**src/rtl/fetch_queue.sv**
```systemverilog
// Decoupled RV32I fetch stage: owns the fetch PC, drives the I-cache, buffers {pc, ir} pairs in a DEPTH-entry FIFO.
// Latency: resp at cycle N is visible at the head at N+1; redirect empties the queue by N+1. Optional macro: FETCH_QUEUE_PERF_EN.
// Backpressure: requests stop while the FIFO is full; the address is held until resp.
module fetch_queue #(
    parameter int          DEPTH    = 4,
    parameter logic [31:0] RESET_PC = 32'h60000000
) (
    input  logic                       clk,
    input  logic                       rst,
    output logic                       instr_read,
    output logic [31:0]                instr_mem_address,
    input  logic [31:0]                instr_mem_rdata,
    input  logic                       instr_mem_resp,
    input  logic                       redirect,
    input  logic [31:0]                redirect_pc,
    input  logic                       id_ready,
    output logic                       if_valid,
    output logic [31:0]                if_pc,
    output logic [31:0]                if_ir,
    output logic [$clog2(DEPTH+1)-1:0] buf_count
`ifdef FETCH_QUEUE_PERF_EN
    ,
    output logic [31:0]                perf_full_cycles,
    output logic [31:0]                perf_discards
`endif
);

    localparam int          CW  = $clog2(DEPTH + 1);
    localparam int          PW  = $clog2(DEPTH);
    localparam logic [31:0] NOP = 32'h00000013;

    typedef enum logic {
        S_FETCH   = 1'b0,
        S_DISCARD = 1'b1
    } state_t;

    state_t          r_state;
    state_t          w_state_nxt;
    logic [31:0]     r_fetch_pc;
    logic [31:0]     w_fetch_pc_nxt;
    logic [31:0]     r_pend_pc;
    logic [31:0]     w_pend_pc_nxt;
    logic [CW-1:0]   r_count;
    logic [PW-1:0]   r_rd_ptr;
    logic [PW-1:0]   r_wr_ptr;
    logic [31:0]     r_mem_pc [DEPTH];
    logic [31:0]     r_mem_ir [DEPTH];

    logic            w_full;
    logic            w_push;
    logic            w_pop;

    assign w_full            = (r_count == CW'(DEPTH));
    // In DISCARD the aborted read is still outstanding, so the request stays up regardless of occupancy.
    assign instr_read        = rst && ((r_state == S_DISCARD) || !w_full);
    assign instr_mem_address = r_fetch_pc;

    assign w_push = (r_state == S_FETCH) && instr_read && instr_mem_resp && !redirect;
    assign w_pop  = if_valid && id_ready && !redirect;

    assign if_valid  = rst && (r_count != '0);
    assign if_pc     = if_valid ? r_mem_pc[r_rd_ptr] : 32'h0;
    assign if_ir     = if_valid ? r_mem_ir[r_rd_ptr] : NOP;
    assign buf_count = r_count;

    always_ff @(posedge clk) begin
        if (!rst) begin
            r_state <= S_FETCH;
        end else begin
            r_state <= w_state_nxt;
        end
    end

    always_comb begin
        w_state_nxt    = r_state;
        w_fetch_pc_nxt = r_fetch_pc;
        w_pend_pc_nxt  = r_pend_pc;
        case (r_state)
            S_FETCH: begin
                if (redirect) begin
                    // A read still waiting for its resp must be drained before the new target is issued.
                    if (instr_read && !instr_mem_resp) begin
                        w_state_nxt   = S_DISCARD;
                        w_pend_pc_nxt = redirect_pc;
                    end else begin
                        w_fetch_pc_nxt = redirect_pc;
                    end
                end else if (w_push) begin
                    w_fetch_pc_nxt = r_fetch_pc + 32'd4;
                end
            end
            S_DISCARD: begin
                if (instr_mem_resp) begin
                    w_state_nxt    = S_FETCH;
                    w_fetch_pc_nxt = redirect ? redirect_pc : r_pend_pc;
                end else if (redirect) begin
                    w_pend_pc_nxt = redirect_pc;
                end
            end
            default: w_state_nxt = S_FETCH;
        endcase
    end

    always_ff @(posedge clk) begin
        if (!rst) begin
            r_fetch_pc <= RESET_PC;
            r_pend_pc  <= RESET_PC;
            r_count    <= '0;
            r_rd_ptr   <= '0;
            r_wr_ptr   <= '0;
        end else begin
            r_fetch_pc <= w_fetch_pc_nxt;
            r_pend_pc  <= w_pend_pc_nxt;
            if (redirect) begin
                r_count  <= '0;
                r_rd_ptr <= '0;
                r_wr_ptr <= '0;
            end else begin
                if (w_push) begin
                    r_wr_ptr <= r_wr_ptr + PW'(1);
                end
                if (w_pop) begin
                    r_rd_ptr <= r_rd_ptr + PW'(1);
                end
                if (w_push && !w_pop) begin
                    r_count <= r_count + CW'(1);
                end else if (w_pop && !w_push) begin
                    r_count <= r_count - CW'(1);
                end
            end
        end
    end

    always_ff @(posedge clk) begin
        if (w_push) begin
            r_mem_pc[r_wr_ptr] <= r_fetch_pc;
            r_mem_ir[r_wr_ptr] <= instr_mem_rdata;
        end
    end

`ifdef FETCH_QUEUE_PERF_EN
    logic [31:0] r_perf_full_cycles;
    logic [31:0] r_perf_discards;

    always_ff @(posedge clk) begin
        if (!rst) begin
            r_perf_full_cycles <= '0;
            r_perf_discards    <= '0;
        end else begin
            if (w_full && (r_perf_full_cycles != 32'hFFFFFFFF)) begin
                r_perf_full_cycles <= r_perf_full_cycles + 32'd1;
            end
            // Covers both the abort that enters DISCARD and the redirect that lands on a resp.
            if ((r_state == S_FETCH) && redirect && instr_read && (r_perf_discards != 32'hFFFFFFFF)) begin
                r_perf_discards <= r_perf_discards + 32'd1;
            end
        end
    end

    assign perf_full_cycles = r_perf_full_cycles;
    assign perf_discards    = r_perf_discards;
`endif

endmodule

```
**config.mk**
```make
export PLATFORM = sky130hd
export DESIGN_NAME = fetch_queue
export DESIGN_NICKNAME = d
export VERILOG_FILES = /design/src/rtl/fetch_queue.sv
export SDC_FILE = /design/constraint.sdc
export NUM_CORES = 1
export LEC_CHECK = 0
export CAP_MARGIN = 20
export CORE_ASPECT_RATIO = 2
export CORE_MARGIN = 4
export CORE_UTILIZATION = 60
export CTS_CLUSTER_DIAMETER = 200
export DETAILED_ROUTE_END_ITERATION = 12
export PLACE_DENSITY_LB_ADDON = 0.12
export SLEW_MARGIN = 15
export SYNTH_ARGS = -nofsm -noshare
export SYNTH_HDL_FRONTEND = slang
export SYNTH_SLANG_ARGS = --single-unit
```
**constraint.sdc**
```tcl
create_clock -name clk -period 7 [get_ports clk]
set_clock_uncertainty 0.2 [all_clocks]
set_input_delay 0.7 -clock clk [delete_from_list [all_inputs] [get_ports clk]]
set_output_delay 0.7 -clock clk [all_outputs]
set_load 0.02 [all_outputs]
```
==> results.json, run 1 <==
{
  "outcome": "finished, final reports clean",
  "grt.total_usage_pct": 23.6,
  "io_pins": 170,
  "holdPathStages": 2,
  "portBuffers": 169,
  "rows": 78,
  "hpwl_mm": 18.8,
  "overflow": 0,
  "grt_max_degree": 69,
  "ant_nets": 0,
  "numCtsBuffers": 26,
  "slew_headroom_pct": 33.4,
  "met3WireLength_mm": 1.51,
  "max_stage_delay_ns": 0.82,
  "ctsRootBufferMaster": "clkbuf_16",
  "timing.fmax_mhz": 231,
  "finalCritPeriodShare_pct": 61.8,
  "cp.arrival_ns": 3.42,
  "cts.repair.resized": 0,
  "final_common_cell": "edfxtp_1",
  "mostFrequentLayoutCells": "edfxtp_1, clkdlybuf4s50_1, nand2_1, and3_1, dfxtp_1",
  "slowest_stage": "dfxtp_4",
  "routed_wl_mm": 30.0,
  "power_density_nw_per_um2": 244,
  "syn_inst": 949,
  "cp_num_cells": 4,
  "tightestPinTransition_ns": 0.999,
  "crit_family": "buffers and inverters",
  "ctsHoldBuffers": 0,
  "crit_chain": "buf_4 > mux4_2 > or2_2 > clkdlybuf4s50_1",
  "gp_congestion": 0.894,
  "synth_seq_cells": 330,
  "p_leak_nw": 5.59,
  "dieArea_sq_um": 25600,
  "first_pass_iters": 5,
  "fp.dieH_um": 222,
  "clock_latency_ns": 0.53,
  "grt_pass1_vias": 8697,
  "synthFlopType": "edfxtp_1",
  "syn_nets": 1025,
  "synth_cell_type_count": 62,
  "routed.top_layer": "met4",
  "slew_violations": 0,
  "met1Wirelength_mm": 10.9,
  "grt_pass1_wl_mm": 47.0,
  "vias": 8529,
  "post_cts_buffers": 0,
  "async_flop_share_pct": 0,
  "die_width_um": 115,
  "crit_type": "reg2out",
  "cts_tree": "done",
  "drive_gt1_share_pct": 12.7,
  "setup_viol": 0,
  "synth_edf_count": 256,
  "syn_area_sq_um": 13800,
  "crit_required_ns": 6.10,
  "routedWlPerCell_um": 21.5,
  "antenna_found_initial": 1,
  "route.detailed.drc": 0,
  "holdCritPathClass": "reg2reg",
  "vias_per_cell": 6.13,
  "wl_met2_mm": 16.4,
  "cp-start-kind": "flop",
  "cts_max_path_buffers": 3,
  "crit_fanout": 37,
  "totalPowerFinal_mw": 4.05,
  "synth_warnings": 0,
  "synth.avg_cell_area_sq_um": 14.5,
  "ys_seq_area_share_pct": 66.5,
  "nNetsFinal": 1168,
  "end_kind": "output port",
  "fin_crit_ns": 4.32,
  "clk_pin_slew_ns": 0.07,
  "finalHoldViolCount": 0,
  "core_sq_um": 22600,
  "maxCapViolations": 0,
  "tns_ns": 0,
  "initial_core_util_pct": 60.9,
  "htreeDepth": 1,
  "r2r_cells": 5,
  "vdd_drop_max_v": 0.000204,
  "drt_iter0_markers": 485,
  "cts.sinks": 330,
  "fillCellCount": 1497,
  "areaGrowthSynthToFinish_pct": 20.0,
  "crit_buf_inv": 2,
  "rsz0062_at_grt": "false"
}
-- worst register-to-register path: cells and delay by family (launching register included) --
family | cells | cell delay [ns]
buffers and inverters | 1 | 0.28
flip-flops | 1 | 0.30
AND/OR/NAND/NOR | 4 | 2.34
-- layout make-up --
| class | count | area (sq um) | share of cell area, % |
|---|---|---|---|
| Tap cell | 280 | 350 | 2.12 |
| Multi-Input combinational cell | 542 | 4330 | 26.2 |
| Clock inverter | 15 | 156 | 0.945 |
| Clock buffer | 32 | 694 | 4.20 |
| Sequential cell | 330 | 9180 | 55.4 |
| Timing Repair Buffer | 181 | 1800 | 10.9 |
| Antenna cell | 1 | 2.50 | 0.0151 |
| Inverter | 11 | 41.3 | 0.249 |
-- Yosys cell counts (3+ instances only) --
| cell | count | share of area [%] |
|---|---|---|
| or2_2 | 4 | 0.18 |
| nor3_1 | 6 | 0.22 |
| nor4_1 | 6 | 0.27 |
| o21ai_0 | 33 | 1.2 |
| nand4_1 | 9 | 0.41 |
| nand2_1 | 115 | 3.1 |
| a21boi_1 | 6 | 0.33 |
| o211ai_1 | 9 | 0.49 |
| o32ai_1 | 5 | 0.32 |
| inv_1 | 11 | 0.30 |
| nand3_1 | 12 | 0.44 |
| a221o_1 | 4 | 0.29 |
| mux4_2 | 64 | 10 |
| mux2i_1 | 4 | 0.29 |
| edfxtp_1 | 256 | 56 |
| clkbuf_1 | 50 | 1.4 |
| and3_1 | 81 | 3.7 |
| nor2_1 | 42 | 1.1 |
| and2_1 | 5 | 0.23 |
| a41oi_1 | 3 | 0.19 |
| a21o_1 | 3 | 0.16 |
| a21oi_1 | 24 | 0.87 |
| buf_2 | 11 | 0.40 |
| a21boi_0 | 39 | 2.1 |
| ha_1 | 6 | 0.54 |
| xor2_1 | 3 | 0.19 |
| a31oi_1 | 8 | 0.36 |
| dfxtp_1 | 74 | 11 |
| and4_1 | 5 | 0.32 |
| o221a_2 | 3 | 0.25 |
-- metrics by stage --
stage | setup slack (ns) | utilization [%] | area (sq um) | hold WS, ns | std cells
after CTS | 2.56 | 73.0 | 16500 | 0.254 | 1390
after detailed placement | 3.11 | 69.2 | 15700 | 0.244 | 1343
after global routing | 2.41 | 73.1 | 16500 | 0.273 | 1392
after floorplan | 3.13 | - | 13800 | 0.231 | 949
final | 2.68 | 73.1 | 16500 | 0.252 | 1392
after global placement | 3.13 | 69.2 | 15700 | 0.236 | 1343
-- logic make-up after synthesis --
kind of cell / count (synthesis) / share of synthesized area (%)
and+or+nand+nor: 306 / 11.7
DFF: 330 / 66.5
AOI/OAI and AO/OA: 156 / 7.78
xor gates and xnor gates: 5 / 0.318
buffers and inverters: 77 / 2.29
adders and majority gates: 7 / 0.690
muxes: 68 / 10.7
-- layer usage --
metal,vias to the layer above,GRT usage (%)
li1,3938,-
met1,4220,28.5
met2,306,42.5
met3,65,2.64
met4,0,9.10
met5,-,0
-- path summary, 6_finish.rpt --
path	slack, ns	start	endpoint
setup / recovery	2.68	flop	if_ir[4]
hold / removal	0.25	r_pend_pc[11]$_SDFFE_PN0P_	r_pend_pc[11]$_SDFFE_PN0P_
setup reg to reg	3.44	r_state$_SDFF_PN0_	r_mem_ir[2][15]$_DFFE_PP_
hold reg to reg	0.25	r_pend_pc[11]$_SDFFE_PN0P_	r_pend_pc[11]$_SDFFE_PN0P_
-- flip-flops by register name (all words and copies together) (netlist names), named ones only --
register / flops
r_mem_ir: 128
r_pend_pc: 32
r_state: 1
instr_mem_address: 32
r_wr_ptr: 2
buf_count: 3
r_mem_pc: 128
r_rd_ptr: 2
-- power breakdown --
group | switching, mW | internal, mW | total (mW)
sequential | 0.0534 | 2.17 | 2.22
clock | 0.646 | 0.818 | 1.46
combinational | 0.193 | 0.165 | 0.358
total | 0.892 | 3.15 | 4.05
No activity file was read; power rests on OpenSTA's default activity.
==> run 2: changes to the inputs <==
--- a/config.mk
+++ b/config.mk
@@ -8,7 +8,7 @@
 export CAP_MARGIN = 20
 export CORE_ASPECT_RATIO = 2
 export CORE_MARGIN = 4
-export CORE_UTILIZATION = 60
+export CORE_UTILIZATION = 56
 export CTS_CLUSTER_DIAMETER = 200
 export DETAILED_ROUTE_END_ITERATION = 12
 export PLACE_DENSITY_LB_ADDON = 0.12
==> constraint.sdc (replaced) <==
create_clock -name clk -period 4.2 [get_ports clk]
set_clock_uncertainty 0.2 [all_clocks]
set_input_delay 0.42 -clock clk [delete_from_list [all_inputs] [get_ports clk]]
set_output_delay 0.42 -clock clk [all_outputs]
set_load 0.02 [all_outputs]
==> run 2 against run 1 <==
Net effect:
- worst setup slack got worse by 2.0 ns
- combinational power increased by 68%
- cell count rose by 2.0%
- sequential power rose by 67%
- via count grew 1.0%
- critical path type unchanged
==> results.json, run 2 (same netlist as run 1, synthesis figures left out) <==
{
  "drt_iter0_markers": 602,
  "ant_nets": 0,
  "clockPowerShare_pct": 39.5,
  "drive_gt1_share_pct": 14.6,
  "end_kind": "output port",
  "tightestPinTransition_ns": 0.836,
  "fp.dieH_um": 230,
  "cp.arrival_ns": 2.88,
  "timing.fmax_mhz": 286,
  "cts.repair.resized": 0,
  "cts.sinks": 330,
  "nNetsFinal": 1184,
  "rsz0062_at_grt": "false",
  "gr-max-usage-layer": "met2",
  "slew_violations": 0,
  "use_met3_pct": 2.26,
  "ctsHoldBuffers": 0,
  "switching_share_pct": 22.2,
  "power_frac_comb_pct": 8.4,
  "outcome": "finished, final reports clean",
  "initial_core_util_pct": 56.7,
  "slew_headroom_pct": 43.7,
  "dieArea_sq_um": 27300,
  "r2r_slack_ns": 1.25,
  "vdd_drop_max_v": 0.000315,
  "cp-start-kind": "flop",
  "ctsRootBufferMaster": "clkbuf_16",
  "grt.total_usage_pct": 23.2,
  "finalHoldViolCount": 0,
  "hpwl_mm": 20.7,
  "power_density_nw_per_um2": 422,
  "grt_max_degree": 63,
  "holdCritPathClass": "in2reg",
  "core_sq_um": 24300,
  "routed_wl_mm": 31.6,
  "grt_pass1_wl_mm": 49.9,
  "crit_fanout": 23,
  "maxCapViolations": 0,
  "seqPwrFrac_pct": 52.1,
  "p_leak_nw": 5.74,
  "fin_crit_ns": 3.50,
  "crit_required_ns": 3.58,
  "first_pass_iters": 4,
  "die_width_um": 119,
  "n_antenna_cell": 0,
  "clk_pin_slew_ns": 0.07,
  "antenna_found_initial": 0,
  "finalCoreUtilization_pct": 69.4,
  "vias": 8614,
  "portBuffers": 169,
  "clock_latency_ns": 0.55,
  "switching_power_mw": 1.58,
  "crit_type": "reg2out",
  "routedWlPerCell_um": 22.2,
  "final_common_cell": "edfxtp_1",
  "numCtsBuffers": 28,
  "mostFrequentLayoutCells": "edfxtp_1, clkdlybuf4s50_1, nand2_1, and3_1, dfxtp_1",
  "met1_usage_pct": 28.7,
  "areaGrowthSynthToFinish_pct": 22.4,
  "grt_pass1_vias": 8747,
  "vias_per_cell": 6.07,
  "gp_congestion": 0.848,
  "route.detailed.drc": 0,
  "setup_viol": 0,
  "cts_tree": "done",
  "cts_max_path_buffers": 3,
  "biggestRegsByFlops": "r_mem_ir (128), r_mem_pc (128)",
  "rows": 81,
  "overflow": 0,
  "fillCellCount": 1732,
  "grtUsageMet2_pct": 42.5,
  "post_cts_buffers": 0,
  "io_pins": 170,
  "power.internal_mw": 5.54,
  "finalCritPeriodShare_pct": 83.2,
  "htreeDepth": 1,
  "tns_ns": 0
}
-- run 2: cell types whose count changed in the layout (fill, tap and decap cells not counted), sizes merged --
cell	delta
clkinv	+1
buf	+14
diode	-1
clkbuf	-1
clkinvlp	+2
bufinv	+3
-- run 2: final timing paths --
kind,from,to,cells past startpoint
setup / recovery,flop,if_pc[15],4
hold / removal,rst,instr_mem_address[1]$_SDFFE_PN0P_,2
setup reg to reg,r_state$_SDFF_PN0_,buf_count[2]$_SDFFE_PP0P_,10
hold reg to reg,r_pend_pc[9]$_SDFFE_PN0P_,r_pend_pc[9]$_SDFFE_PN0P_,2
-- run 2: power by group through the flow --
stage                     clock (mW)  combinational (mW)  sequential [mW]
after floorplan                    0               0.300             3.78
after global placement             0               0.599             3.77
after detailed placement           0               0.606             3.78
after CTS                       2.86               0.609             3.71
after global routing            3.00               0.648             3.72
final                           2.81               0.601             3.71
-- run 2: routing by layer --
layer / wire length (um) / share of wire [%]
met1: 12200 / 39
met2: 17400 / 55
met3: 1270 / 4.0
met4: 720 / 2.3
met5: 0 / 0
-- run 2: final cells by class --
type	instances	area, sq um	share of cell area (%)
flip-flops and latches	330	9180	54.4
multi-input cells	542	4330	25.7
repair buffers	195	1950	11.5
inverters	11	41.3	0.245
clock buffers	31	733	4.35
well taps	290	363	2.15
clock inverters	21	283	1.68
-- run 2: stage by stage --
step                cells  power (mW)  hold slack, ns  area, sq um  worst slack [ns]
floorplan             949        4.08           0.231        13800             0.547
global placement     1368        4.37           0.236        15900              1.22
detailed placement   1368        4.39           0.243        15900              1.15
CTS                  1420        7.18          0.0747        16900             0.613
global route         1420        7.37          0.0974        16900             0.511
finish               1420        7.12          0.0888        16900             0.704
-- run 2: critical path, stage by stage (launching register included) --
cell	delay (ns)
dfxtp_4	0.66
buf_4	0.40
mux4_2	0.55
and3_1	0.19
clkdlybuf4s50_1	0.53
==> run 3: changes to the inputs <==
==> constraint.sdc (replaced) <==
create_clock -name clk -period 3.4 [get_ports clk]
set_clock_uncertainty 0.2 [all_clocks]
set_input_delay 0.34 -clock clk [delete_from_list [all_inputs] [get_ports clk]]
set_output_delay 0.34 -clock clk [all_outputs]
set_load 0.02 [all_outputs]
==> run 3 against run 2 <==
Net effect:
- count of clock-buffer cells in the layout increased by 1
- non-clock buffer count increased by 7
- worst setup slack got worse by 0.55 ns
==> results.json, run 3 (same netlist as run 1, synthesis figures left out) <==
{
  "outcome": "finished, final reports clean",
  "clock_latency_ns": 0.53,
  "antenna_found_initial": 0,
  "whs_endpoint": "r_pend_pc[13]$_SDFFE_PN0P_",
  "rows": 81,
  "gp_congestion": 0.885,
  "grt_pass1_vias": 8963,
  "slew_violations": 0,
  "crit_type": "reg2out",
  "routed_wl_mm": 31.4,
  "core_sq_um": 24300,
  "routedWlPerCell_um": 22.1,
  "ctsRootBufferMaster": "clkbuf_16",
  "fin_crit_ns": 3.24,
  "cp.arrival_ns": 2.70,
  "first_pass_iters": 5,
  "vdd_drop_max_v": 0.000438,
  "initial_core_util_pct": 56.7,
  "cp-start-kind": "flop",
  "slew_headroom_pct": 52.3,
  "finalCritPeriodShare_pct": 95.4,
  "timing.fmax_mhz": 308,
  "portBuffers": 169,
  "io_pins": 170,
  "setup_viol": 0,
  "n_antenna_cell": 0,
  "grt_max_degree": 74,
  "cts.repair.resized": 0,
  "overflow": 0,
  "holdCritPathClass": "in2reg",
  "r2r_cells": 9,
  "numCtsBuffers": 27,
  "grt_pass1_wl_mm": 49.7,
  "tns_ns": 0,
  "finalHoldViolCount": 0,
  "biggestRegsByFlops": "r_mem_ir (128), r_mem_pc (128)",
  "maxCapViolations": 0,
  "vias_per_cell": 6.05,
  "p_leak_nw": 5.74,
  "holdPathStages": 2,
  "tightestPinTransition_ns": 0.709,
  "cts_max_path_buffers": 3,
  "clk_pin_slew_ns": 0.07,
  "route.detailed.drc": 0,
  "areaGrowthSynthToFinish_pct": 22.2,
  "r2r_start": "buf_count[0]$_SDFFE_PP0P_",
  "drive_gt1_share_pct": 14.3,
  "drt_iter0_markers": 490,
  "min_from": "rst",
  "post_cts_buffers": 0,
  "cts_tree": "done",
  "grt.total_usage_pct": 23.1,
  "fp.dieH_um": 230,
  "final_common_cell": "edfxtp_1",
  "dieArea_sq_um": 27300,
  "ctsHoldBuffers": 0,
  "power_density_nw_per_um2": 496,
  "crit_fanout": 17,
  "hpwl_mm": 20.9,
  "vias": 8607,
  "end_kind": "output port",
  "die_width_um": 119,
  "crit_required_ns": 2.86,
  "nNetsFinal": 1190,
  "rsz0062_at_grt": "false",
  "htreeDepth": 1,
  "cts.sinks": 330,
  "finalCoreUtilization_pct": 69.2,
  "ant_nets": 0,
  "r2r_slack_ns": 0.63,
  "reg2reg_to": "buf_count[2]$_SDFFE_PP0P_",
  "mostFrequentLayoutCells": "edfxtp_1, clkdlybuf4s50_1, nand2_1, and3_1, dfxtp_1"
}
run 3: cell types whose count changed in the layout (fill, tap and decap cells not counted):
cell | previous run | this run
inv_6 | 0 | 1
clkinvlp_2 | 1 | 2
clkinv_2 | 3 | 5
clkbuf_16 | 29 | 27
bufinv_16 | 6 | 3
clkinvlp_4 | 5 | 0
buf_12 | 5 | 12
inv_8 | 1 | 0
clkbuf_1 | 2 | 5
clkinv_1 | 2 | 5
clkinv_4 | 3 | 0
run 3: how the worst max path moves through the flow:
stage                                    from                        end  slack [ns]  cells past startpoint
floorplan           buf_count[0]$_SDFFE_PP0P_   r_mem_ir[0][0]$_DFFE_PP_        0.45                      5
global placement               instr_mem_resp  buf_count[2]$_SDFFE_PP0P_        0.52                     10
detailed placement             instr_mem_resp  buf_count[2]$_SDFFE_PP0P_        0.47                     10
CTS                                      flop                  if_pc[20]        0.08                      4
global route                             flop                  if_pc[19]        0.02                      4
finish                                   flop                  if_pc[20]        0.16                      4
run 3: critical path: stages, from the launching register on:
cell	delay, ns
dfxtp_4	0.59
buf_4	0.27
mux4_2	0.52
and3_1	0.24
clkdlybuf4s50_1	0.55
run 3: area by class of cell:
| class | instances | area, sq um |
|---|---|---|
| flip-flops and latches | 330 | 9180 |
| inverters | 11 | 41.3 |
| fillers | 1696 | 7480 |
| clock inverters | 16 | 153 |
| multi-input cells | 542 | 4330 |
| repair buffers | 202 | 2090 |
| clock buffers | 32 | 694 |
| well taps | 290 | 363 |
run 3: where the power goes:
| group | switching [mW] | internal [mW] | total (mW) | leakage (nW) |
|---|---|---|---|---|
| Combinational | 0.408 | 0.354 | 0.762 | 2.39 |
| Clock | 1.33 | 1.68 | 3.02 | 0.413 |
| Sequential | 0.109 | 4.47 | 4.58 | 2.94 |
run 3: metal layers:
layer  wire length [um]  global-route usage, %  share of wire (%)  vias to the layer above
li1                   -                      -                  -                     3994
met1              11600                   27.2                 37                     4291
met3               1510                   2.76                4.8                       71
met2              17200                   42.6                 55                      251
met5                  0                      0                  0                        -
met4               1170                   9.29                3.7                        0
run 3: through the flow:
step / setup WS [ns] / area (sq um) / hold slack [ns] / std cells / power [mW]
after detailed placement: 0.469 / 16000 / 0.241 / 1375 / 5.43
after global placement: 0.524 / 16000 / 0.236 / 1375 / 5.41
after CTS: 0.0780 / 16800 / 0.0196 / 1423 / 8.44
after global routing: 0.0163 / 16800 / 0.0282 / 1423 / 8.67
after floorplan: 0.453 / 13800 / 0.231 / 949 / 5.03
final: 0.158 / 16800 / 0.0394 / 1423 / 8.36
